[config.mk]
export PLATFORM = sky130hd
export DESIGN_NAME = ex_mc
export DESIGN_NICKNAME = d
export VERILOG_FILES = /design/src/rtl/ex_mc_pkg.sv /design/src/rtl/ex_mc_if.sv /design/src/rtl/ex_mc_div.sv /design/src/rtl/ex_mc.sv
export SDC_FILE = /design/constraint.sdc
export NUM_CORES = 1
export LEC_CHECK = 0
export ABC_CLOCK_PERIOD_IN_PS = 6100
export CAP_MARGIN = 20
export CORE_ASPECT_RATIO = 0.75
export CORE_UTILIZATION = 40
export DETAILED_ROUTE_END_ITERATION = 8
export PLACE_DENSITY = 0.62
export REMOVE_ABC_BUFFERS = 1
export SLEW_MARGIN = 20
export SYNTH_ARGS = -nofsm -noshare
export SYNTH_HDL_FRONTEND = slang
export SYNTH_SLANG_ARGS = --single-unit
[constraint.sdc]
create_clock -name clk -period 6.1 [get_ports clk]
set_input_delay 1.83 -clock clk [delete_from_list [all_inputs] [get_ports clk]]
set_output_delay 1.83 -clock clk [all_outputs]
set_load 0.02 [all_outputs]
[src/rtl/ex_mc_pkg.sv]
// Shared opcode constants and divider state encoding for the EX stage.
package ex_defs;

    localparam logic [7:0] OP_NOP  = 8'h00;
    localparam logic [7:0] OP_SRL  = 8'h02;
    localparam logic [7:0] OP_SRA  = 8'h03;
    localparam logic [7:0] OP_MFHI = 8'h10;
    localparam logic [7:0] OP_MTHI = 8'h11;
    localparam logic [7:0] OP_MFLO = 8'h12;
    localparam logic [7:0] OP_MTLO = 8'h13;
    localparam logic [7:0] OP_DIV  = 8'h1A;
    localparam logic [7:0] OP_DIVU = 8'h1B;
    localparam logic [7:0] OP_ADDU = 8'h21;
    localparam logic [7:0] OP_SUBU = 8'h23;
    localparam logic [7:0] OP_AND  = 8'h24;
    localparam logic [7:0] OP_OR   = 8'h25;
    localparam logic [7:0] OP_XOR  = 8'h26;
    localparam logic [7:0] OP_NOR  = 8'h27;
    localparam logic [7:0] OP_SLT  = 8'h2A;
    localparam logic [7:0] OP_SLL  = 8'h7C;

    typedef enum logic [1:0] {
        DIV_IDLE = 2'd0,
        DIV_BUSY = 2'd1,
        DIV_DONE = 2'd2
    } div_state_e;

endpackage

[src/rtl/ex_mc_if.sv]


interface div_if #(
    parameter int DATA_W = 32
) ();
    import ex_defs::*;
    logic              start;
    logic              sgn;
    logic              annul;
    logic [DATA_W-1:0] op_a;
    logic [DATA_W-1:0] op_b;
    logic              done;
    logic [DATA_W-1:0] quotient;
    logic [DATA_W-1:0] remainder;
    div_state_e        state;

    modport master (output start, sgn, annul, op_a, op_b,
                    input  done, quotient, remainder, state);
    modport slave  (input  start, sgn, annul, op_a, op_b,
                    output done, quotient, remainder, state);
endinterface

[src/rtl/ex_mc_div.sv]
// Iterative restoring divider: one quotient bit per cycle on operand
// magnitudes, sign fix-up applied on the way out.
module div_iter
    import ex_defs::*;
#(
    parameter int DATA_W = 32
) (
    input  logic clk,
    input  logic rst,
    div_if.slave div
);
    localparam int CNT_W = $clog2(DATA_W) + 1;

    div_state_e        state_q, state_d;
    logic [CNT_W-1:0]  cnt_q, cnt_d;
    logic [DATA_W-1:0] quo_q, quo_d;
    logic [DATA_W-1:0] rem_q, rem_d;
    logic [DATA_W-1:0] den_q, den_d;
    logic              qneg_q, qneg_d;
    logic              rneg_q, rneg_d;

    logic [DATA_W-1:0] a_mag, b_mag;
    logic [DATA_W:0]   shifted, diff;

    always_comb begin
        a_mag   = (div.sgn && div.op_a[DATA_W-1]) ? -div.op_a : div.op_a;
        b_mag   = (div.sgn && div.op_b[DATA_W-1]) ? -div.op_b : div.op_b;
        shifted = {rem_q, quo_q[DATA_W-1]};
        diff    = shifted - {1'b0, den_q};

        state_d = state_q;
        cnt_d   = cnt_q;
        quo_d   = quo_q;
        rem_d   = rem_q;
        den_d   = den_q;
        qneg_d  = qneg_q;
        rneg_d  = rneg_q;

        if (div.annul) begin
            state_d = DIV_IDLE;
        end else begin
            case (state_q)
                DIV_IDLE: begin
                    if (div.start) begin
                        if (div.op_b == '0) begin
                            // Divide by zero: results are fixed, no signs applied.
                            quo_d   = '1;
                            rem_d   = div.op_a;
                            qneg_d  = 1'b0;
                            rneg_d  = 1'b0;
                            state_d = DIV_DONE;
                        end else begin
                            quo_d   = a_mag;
                            rem_d   = '0;
                            den_d   = b_mag;
                            cnt_d   = '0;
                            qneg_d  = div.sgn & (div.op_a[DATA_W-1] ^ div.op_b[DATA_W-1]);
                            rneg_d  = div.sgn & div.op_a[DATA_W-1];
                            state_d = DIV_BUSY;
                        end
                    end
                end
                DIV_BUSY: begin
                    if (!diff[DATA_W]) begin
                        rem_d = diff[DATA_W-1:0];
                        quo_d = {quo_q[DATA_W-2:0], 1'b1};
                    end else begin
                        rem_d = shifted[DATA_W-1:0];
                        quo_d = {quo_q[DATA_W-2:0], 1'b0};
                    end
                    cnt_d = cnt_q + 1'b1;
                    if (cnt_q == CNT_W'(DATA_W - 1)) begin
                        state_d = DIV_DONE;
                    end
                end
                DIV_DONE: state_d = DIV_IDLE;
                default:  state_d = DIV_IDLE;
            endcase
        end
    end

    always_ff @(posedge clk) begin
        if (rst) begin
            state_q <= DIV_IDLE;
            cnt_q   <= '0;
            quo_q   <= '0;
            rem_q   <= '0;
            den_q   <= '0;
            qneg_q  <= 1'b0;
            rneg_q  <= 1'b0;
        end else begin
            state_q <= state_d;
            cnt_q   <= cnt_d;
            quo_q   <= quo_d;
            rem_q   <= rem_d;
            den_q   <= den_d;
            qneg_q  <= qneg_d;
            rneg_q  <= rneg_d;
        end
    end

    assign div.done      = (state_q == DIV_DONE);
    assign div.quotient  = qneg_q ? -quo_q : quo_q;
    assign div.remainder = rneg_q ? -rem_q : rem_q;
    assign div.state     = state_q;

endmodule

[src/rtl/ex_mc.sv]
// EX stage: single-cycle ALU, HI/LO registers, multi-cycle divide with
// upstream stall, and the registered result towards MEM.
module ex_mc
    import ex_defs::*;
#(
    parameter int DATA_W     = 32,
    parameter int REG_ADDR_W = 5,
    parameter int ALUOP_W    = 8
) (
    input  logic                  clk,
    input  logic                  rst,
    input  logic [ALUOP_W-1:0]    aluop_i,
    input  logic [DATA_W-1:0]     reg1_i,
    input  logic [DATA_W-1:0]     reg2_i,
    input  logic [REG_ADDR_W-1:0] wd_i,
    input  logic                  wreg_i,
    input  logic                  annul_i,
    output logic [DATA_W-1:0]     wdata_o,
    output logic [REG_ADDR_W-1:0] wd_o,
    output logic                  wreg_o,
    output logic                  stallreq_o,
    output logic [DATA_W-1:0]     hi_o,
    output logic [DATA_W-1:0]     lo_o
);
    localparam int SH_W = $clog2(DATA_W);

    logic [DATA_W-1:0]     hi_q, hi_d;
    logic [DATA_W-1:0]     lo_q, lo_d;
    logic [DATA_W-1:0]     wdata_q, wdata_d;
    logic [REG_ADDR_W-1:0] wd_q, wd_d;
    logic                  wreg_q, wreg_d;

    logic              is_div;
    logic              stall;
    logic [SH_W-1:0]   shamt;
    logic [DATA_W-1:0] alu_res;

    div_if #(.DATA_W(DATA_W)) div_bus ();

    assign is_div        = (aluop_i == OP_DIV) || (aluop_i == OP_DIVU);
    assign div_bus.start = is_div;
    assign div_bus.sgn   = (aluop_i == OP_DIV);
    assign div_bus.annul = annul_i;
    assign div_bus.op_a  = reg1_i;
    assign div_bus.op_b  = reg2_i;

    div_iter #(.DATA_W(DATA_W)) u_div (
        .clk (clk),
        .rst (rst),
        .div (div_bus)
    );

    // The divide stalls until its DONE cycle, where the result retires.
    assign stall      = !rst && is_div && !annul_i && (div_bus.state != DIV_DONE);
    assign stallreq_o = stall;
    assign shamt      = reg1_i[SH_W-1:0];

    always_comb begin
        alu_res = '0;
        case (aluop_i)
            OP_OR:   alu_res = reg1_i | reg2_i;
            OP_AND:  alu_res = reg1_i & reg2_i;
            OP_XOR:  alu_res = reg1_i ^ reg2_i;
            OP_NOR:  alu_res = ~(reg1_i | reg2_i);
            OP_ADDU: alu_res = reg1_i + reg2_i;
            OP_SUBU: alu_res = reg1_i - reg2_i;
            OP_SLT:  alu_res = {{(DATA_W-1){1'b0}}, ($signed(reg1_i) < $signed(reg2_i))};
            OP_SLL:  alu_res = reg2_i << shamt;
            OP_SRL:  alu_res = reg2_i >> shamt;
            OP_SRA:  alu_res = $signed(reg2_i) >>> shamt;
            OP_MFHI: alu_res = hi_q;
            OP_MFLO: alu_res = lo_q;
            default: alu_res = '0;
        endcase
    end

    always_comb begin
        hi_d = hi_q;
        lo_d = lo_q;
        if (!annul_i) begin
            if (div_bus.done) begin
                hi_d = div_bus.remainder;
                lo_d = div_bus.quotient;
            end else if (aluop_i == OP_MTHI) begin
                hi_d = reg1_i;
            end else if (aluop_i == OP_MTLO) begin
                lo_d = reg1_i;
            end
        end
    end

    always_comb begin
        wdata_d = '0;
        wd_d    = '0;
        wreg_d  = 1'b0;
        if (!stall && !annul_i) begin
            wdata_d = alu_res;
            wd_d    = wd_i;
            wreg_d  = wreg_i & ~is_div;
        end
    end

    always_ff @(posedge clk) begin
        if (rst) begin
            hi_q    <= '0;
            lo_q    <= '0;
            wdata_q <= '0;
            wd_q    <= '0;
            wreg_q  <= 1'b0;
        end else begin
            hi_q    <= hi_d;
            lo_q    <= lo_d;
            wdata_q <= wdata_d;
            wd_q    <= wd_d;
            wreg_q  <= wreg_d;
        end
    end

    assign wdata_o = wdata_q;
    assign wd_o    = wd_q;
    assign wreg_o  = wreg_q;
    assign hi_o    = hi_q;
    assign lo_o    = lo_q;

endmodule

== Word level (Yosys, flattened, before mapping) ==
Cells that the tools add are included.

* Output and inout bits: 103
* Register bits after elaboration: 208
* Input port bits: 81
* Word-level logic and storage cells: 111

* Equality and inequality tests: 24
* Bitwise gates (word level): 12
* $add $sub $neg: 8
* Shift operators: 3
* Reductions and logical operators: 24
* Magnitude comparators: 1
* Muxes and demuxes: 27

{| class="wikitable"
|+ Operators with widths
! operator !! number
|-
| $mux W32 || 14
|-
| $pmux W32 S12 || 1
|-
| $neg A32 Y32 || 4
|-
| $pmux W32 S2 || 2
|-
| $eq A8 B6 Y1 const B || 7
|-
| $eq A8 B5 Y1 const B || 6
|-
| $sub A33 B32 Y33 || 1
|-
| $add A32 B32 Y32 || 1
|-
| $and A32 B32 Y32 || 1
|-
| $logic_not A32 Y1 || 1
|-
| $lt A32 B32 Y1 || 1
|-
| $not A32 Y32 || 1
|-
| $or A32 B32 Y32 || 1
|-
| $shl A32 B5 Y32 || 1
|-
| $shr A32 B5 Y32 || 1
|-
| $sshr A32 B5 Y32 || 1
|-
| $sub A32 B32 Y32 || 1
|-
| $xor A32 B32 Y32 || 1
|-
| $eq A8 B2 Y1 const B || 2
|-
| $mux W6 || 2
|-
| $pmux W6 S2 || 1
|-
| $reduce_and A3 Y1 || 3
|-
| $eq A8 B7 Y1 const B || 1
|-
| $ne A2 B2 Y1 const B || 4
|-
| other kinds (19) || 40
|}

== Logic depth before layout (Yosys ltp) ==
* Depth after elaboration: 9
* Gate-level depth with buffers: 16
* Gate-level depth less buffers: 14

== By module ==
A second synthesis with hierarchy kept.

* Cell total of the unflattened synthesis: 3098
* Area total of the unflattened synthesis: 22514.1 um^2

{| class="wikitable"
|+ Modules (own cells, without submodules)
! module !! sequential area each (um^2) !! cells an instance !! times used !! area each (um^2)
|-
| ex_mc || 2042.0 || 1850 || 1 || 13145.1
|-
| div_iter || 2122.0 || 1248 || 1 || 9369.0
|}

== Least setup slack after synthesis ==
No wires, ideal clock.

* Path type: input port to flip-flop
* From: input port reg1_i[1]
* To: register wdata_q[29], in the netlist wdata_o[29]
* Data required time: 5966 ps
* Path buffers: 3
* Arrival: 5267 ps
* Path slack: 700 ps
* Setup time: 134 ps
* Stages on the path: 16
* Path through: clkbuf_1 inv_2 buf_1 buf_1 ha_1 a211oi_1 o21a_1 o21ai_0 and4_1 a221o_1 a31oi_1 and2_1 o21ai_0 mux2i_1 a221oi_1 o22ai_1

* Longest elaborated chain between the ends: 2
* Elaborated cells between the ends (all ways): 6
* Classes of those cells: 2 x add/sub; 3 x shift; 1 x mux

{| class="wikitable"
|+ RTL lines
! what !! RTL line !! source
|-
| start, declared || ex_mc.sv:13 || <nowiki>input logic [DATA_W-1:0] reg1_i,</nowiki>
|-
| $sub A32 B32 Y32, or another cell as far along || ex_mc.sv:66 || <nowiki>OP_SUBU: alu_res = reg1_i - reg2_i;</nowiki>
|-
| $pmux W32 S12 (*) || ex_mc.sv:60 || <nowiki>case (aluop_i)</nowiki>
|-
| end signal, assigned || ex_mc.sv:113 || <nowiki>wdata_q <= wdata_d;</nowiki>
|-
| end, declared || ex_mc.sv:29 || <nowiki>logic [DATA_W-1:0] wdata_q, wdata_d;</nowiki>
|}

Every way passes the cells marked *; elsewhere a longest branch is shown, timed or not.
A chain may end at the register's enable or synchronous reset.

== Worst setup path in the final report ==
* From: input port aluop_i[5]
* To: output port stallreq_o

* Longest elaborated chain between the ends: 5
* Elaborated cells between the ends (all ways): 6
* Classes of those cells: 2 x eq/ne; 4 x reduce/logical

{| class="wikitable"
|+ RTL lines
! what !! RTL line !! source
|-
| start, declared || ex_mc.sv:12 || <nowiki>input logic [ALUOP_W-1:0] aluop_i,</nowiki>
|-
| $eq A8 B5 Y1 || ex_mc.sv:40 || <nowiki>assign is_div = (aluop_i == OP_DIV) || (aluop_i == OP_DIVU);</nowiki>
|-
| $logic_or A1 B1 Y1 (*) || ex_mc.sv:40 ||
|-
| $logic_and A1 B1 Y1 (*) (3 in a row) || ex_mc.sv:54 || <nowiki>assign stall = !rst && is_div && !annul_i && (div_bus.state != DIV_DONE);</nowiki>
|-
| end, declared || ex_mc.sv:21 || <nowiki>output logic stallreq_o,</nowiki>
|}

Marked as above.

==> impl_metrics.ini <==
[critical_path]
start_kind = input pin
path_class = input pin to output pin
arrival_ns = 4.00
end_kind = output pin
cp.required_ns = 4.27
crit_fanout = 5

[power_and_ir_drop]
ir_drop_v = 0.0002212
switching_share_pct = 35.06
leakagePower_nw = 9.917
internal-power_mw = 2.823
p_switching_mw = 1.524
power_frac_seq_pct = 31.5
clockPowerShare_pct = 40.1
power.total_mw = 4.346
p_per_area_nw_per_um2 = 171.3
power_frac_comb_pct = 28.3

[sta]
rsz0062_at_grt = no
tightest_slew_ns = 1.032
fmax_mhz = 171.4
setup_viol = 0
hold_viol = 0
min_period_ns = 5.835
skew_ns = 0.01471
fin_crit_sh_pct = 95.65
drv_slew = 0
slew_headroom_pct = 30.50

[logic_synthesis]
ys_seq_area_share_pct = 19.42
syn_area_um2 = 21450
synthTopCellsByArea = dfxtp_1 19%, ha_1 8.3%, a21oi_1 7.6%, nor2_1 6.9%, o21ai_0 6.1%
avgSynthCellArea_um2 = 7.050
synth_edf_count = 0
synth_top_cells_by_count = 396 x nor2_1, 327 x a21oi_1, 261 x o21ai_0
yosys_warnings = 0
synth_ff_type = dfxtp_1
synth_top_area_cell = dfxtp_1
syn_inst = 3042
synth.distinct_cells = 91
synth_top_area_share_pct = 19.42
yosys_register_bits = 208
async_reset_ff_share_pct = 0
synth.most_common_cell = nor2_1

[clock_tree]
cts_tree = yes
cts-resized-gates = 0
clk_pin_slew_ns = 0.06
cts_buffers = 26
cts_setup_buffers = 0
ctsRootBufferMaster = clkbuf_16
cts_max_level = 1
clockBufferDepth = 3
cts_sinks = 208
clock_latency_ns = 0.62
hold_buffers = 0

[finish]
fin_nets = 3394
diodes = 0
area_growth_pct = 18.33
drive_gt1_share_pct = 8.218
final_util_pct = 47.90

[placed_design]
place_hpwl_mm = 82.92
portBuffers = 183
place_congestion = 1.036

[routing]
drt_wl_total_mm = 107.8
routed_via_density = 6.463
first_pass_iters = 6
detail-route-antenna-nets = 0
vias = 25210
drt_iter0_drc = 3312
detail_route.drc_violations = 0
wl_per_cell_um = 27.64

[grt]
antenna_found_initial = 9
grt_usage_pct = 37.90
grt_pass1_wl_mm = 155.7
grt_pass1_vias = 22860
grt_max_degree = 89
grt-ovfl-total = 0

[floorplan]
die_w_um = 269.4
core_um2 = 52980
die-area_um2 = 54550
dieHeight_um = 202.5
io_pins = 184
start_util_pct = 40.48
std_cell_rows = 73

[flow_run]
max_cap_violations = 0

[min_path]
hold_path.class = flip-flop to flip-flop

[outcome]
status = completed
-- sequential cells by signal, summed over array words and instances (netlist names) --
register and flops:
u_div.rneg_q 1, u_div.div.state 2, u_div.quo_q 32, lo_o 32
wdata_o 32, u_div.qneg_q 1, u_div.den_q 32, hi_o 32
wreg_o 1, u_div.cnt_q 6, wd_o 5, u_div.rem_q 32
-- layout make-up --
type                            instances  area (um2)
Multi-Input combinational cell       2462       15880
Fill cell                            5382       27600
Sequential cell                       208        4164
Tap cell                              712       890.9
Timing Repair Buffer                  325        2967
Clock inverter                         10       160.2
Clock buffer                           38       775.7
Inverter                              145       544.3
-- layer usage --
metal / vias up / track usage [%] / wire length, um
met1: 12060 / 55.35 / 47710
met5: - / 0 / 79
li1: 11340 / - / -
met3: 191 / 14.25 / 15960
met2: 1604 / 51.00 / 40970
met4: 12 / 9.720 / 3057
-- placed cells by master (no fill, tap or decap), drive strengths merged, types with 13 or more instances in the layout --
cell type	instances
nor2	396
a21oi	327
o21ai	267
nand2	258
dfxtp	208
clkdlybuf4s50	175
buf	150
inv	143
ha	142
xnor2	123
a211oi	112
mux2i	75
nor3	50
nand3	45
a31oi	40
o211ai	38
clkbuf	38
a21o	37
xor2	36
a221oi	36
o221ai	33
o21a	30
o31ai	29
and3	24
nand2b	24
nand4	23
a311oi	22
nor4	21
o21bai	19
o22ai	19
and2	19
or3	19
mux2	17
a221o	15
nor2b	14
or4	14
o41ai	13
-- power by group through the flow --
stage,clock (mW),sequential [mW],combinational [mW]
2_1_floorplan,0,1.40,0.663
3_3_place_gp,0,1.40,1.18
3_5_place_dp,0,1.40,1.18
4_1_cts,1.76,1.37,1.19
5_1_grt,1.81,1.37,1.31
6_report,1.74,1.37,1.23
-- logic make-up (layout without fill, tap and decap cells) --
kind of cell	Yosys count	count (layout)	share of synthesized area, %
flops	208	208	19.42
compound gates	1119	1119	33.30
fa+ha+maj	145	145	8.565
buf+inv	372	518	6.902
xor+xnor	159	159	6.529
mux	104	104	5.653
simple gates	935	935	19.64
-- final timing paths --
check                                                   from                          end  slack (ns)  cells after the start
worst max-delay path                              aluop_i[5]                   stallreq_o        0.27                      5
worst min-delay path             u_div.cnt_q[5]$_SDFFE_PP0P_  u_div.cnt_q[5]$_SDFFE_PP0P_        0.49                      2
worst max register to register  u_div.quo_q[31]$_SDFFE_PP0P_  u_div.rem_q[5]$_SDFFE_PP0P_        1.39                     15
worst min register to register   u_div.cnt_q[5]$_SDFFE_PP0P_  u_div.cnt_q[5]$_SDFFE_PP0P_        0.49                      2
-- worst max-delay path, cell delays in order --
cell	delay, ns
clkdlybuf4s50_1	0.48
nor4b_1	0.48
nand3_1	0.26
nor4_1	0.30
clkdlybuf4s50_1	0.65
-- per-stage QoR --
step | setup TNS, ns | cells | cell area, um2 | setup slack, ns | hold slack [ns]
after floorplan | -17.74 | 2815 | 20510 | -0.5017 | 0.4435
after global placement | 0 | 3852 | 24440 | 0.004048 | 0.4647
after detailed placement | 0 | 3852 | 24440 | 0.01972 | 0.4808
after CTS | 0 | 3900 | 25380 | 0.1898 | 0.4889
after global routing | 0 | 3900 | 25380 | 0.04554 | 0.5189
final | 0 | 3900 | 25380 | 0.2651 | 0.4904
(Power assumes the default switching activity.)
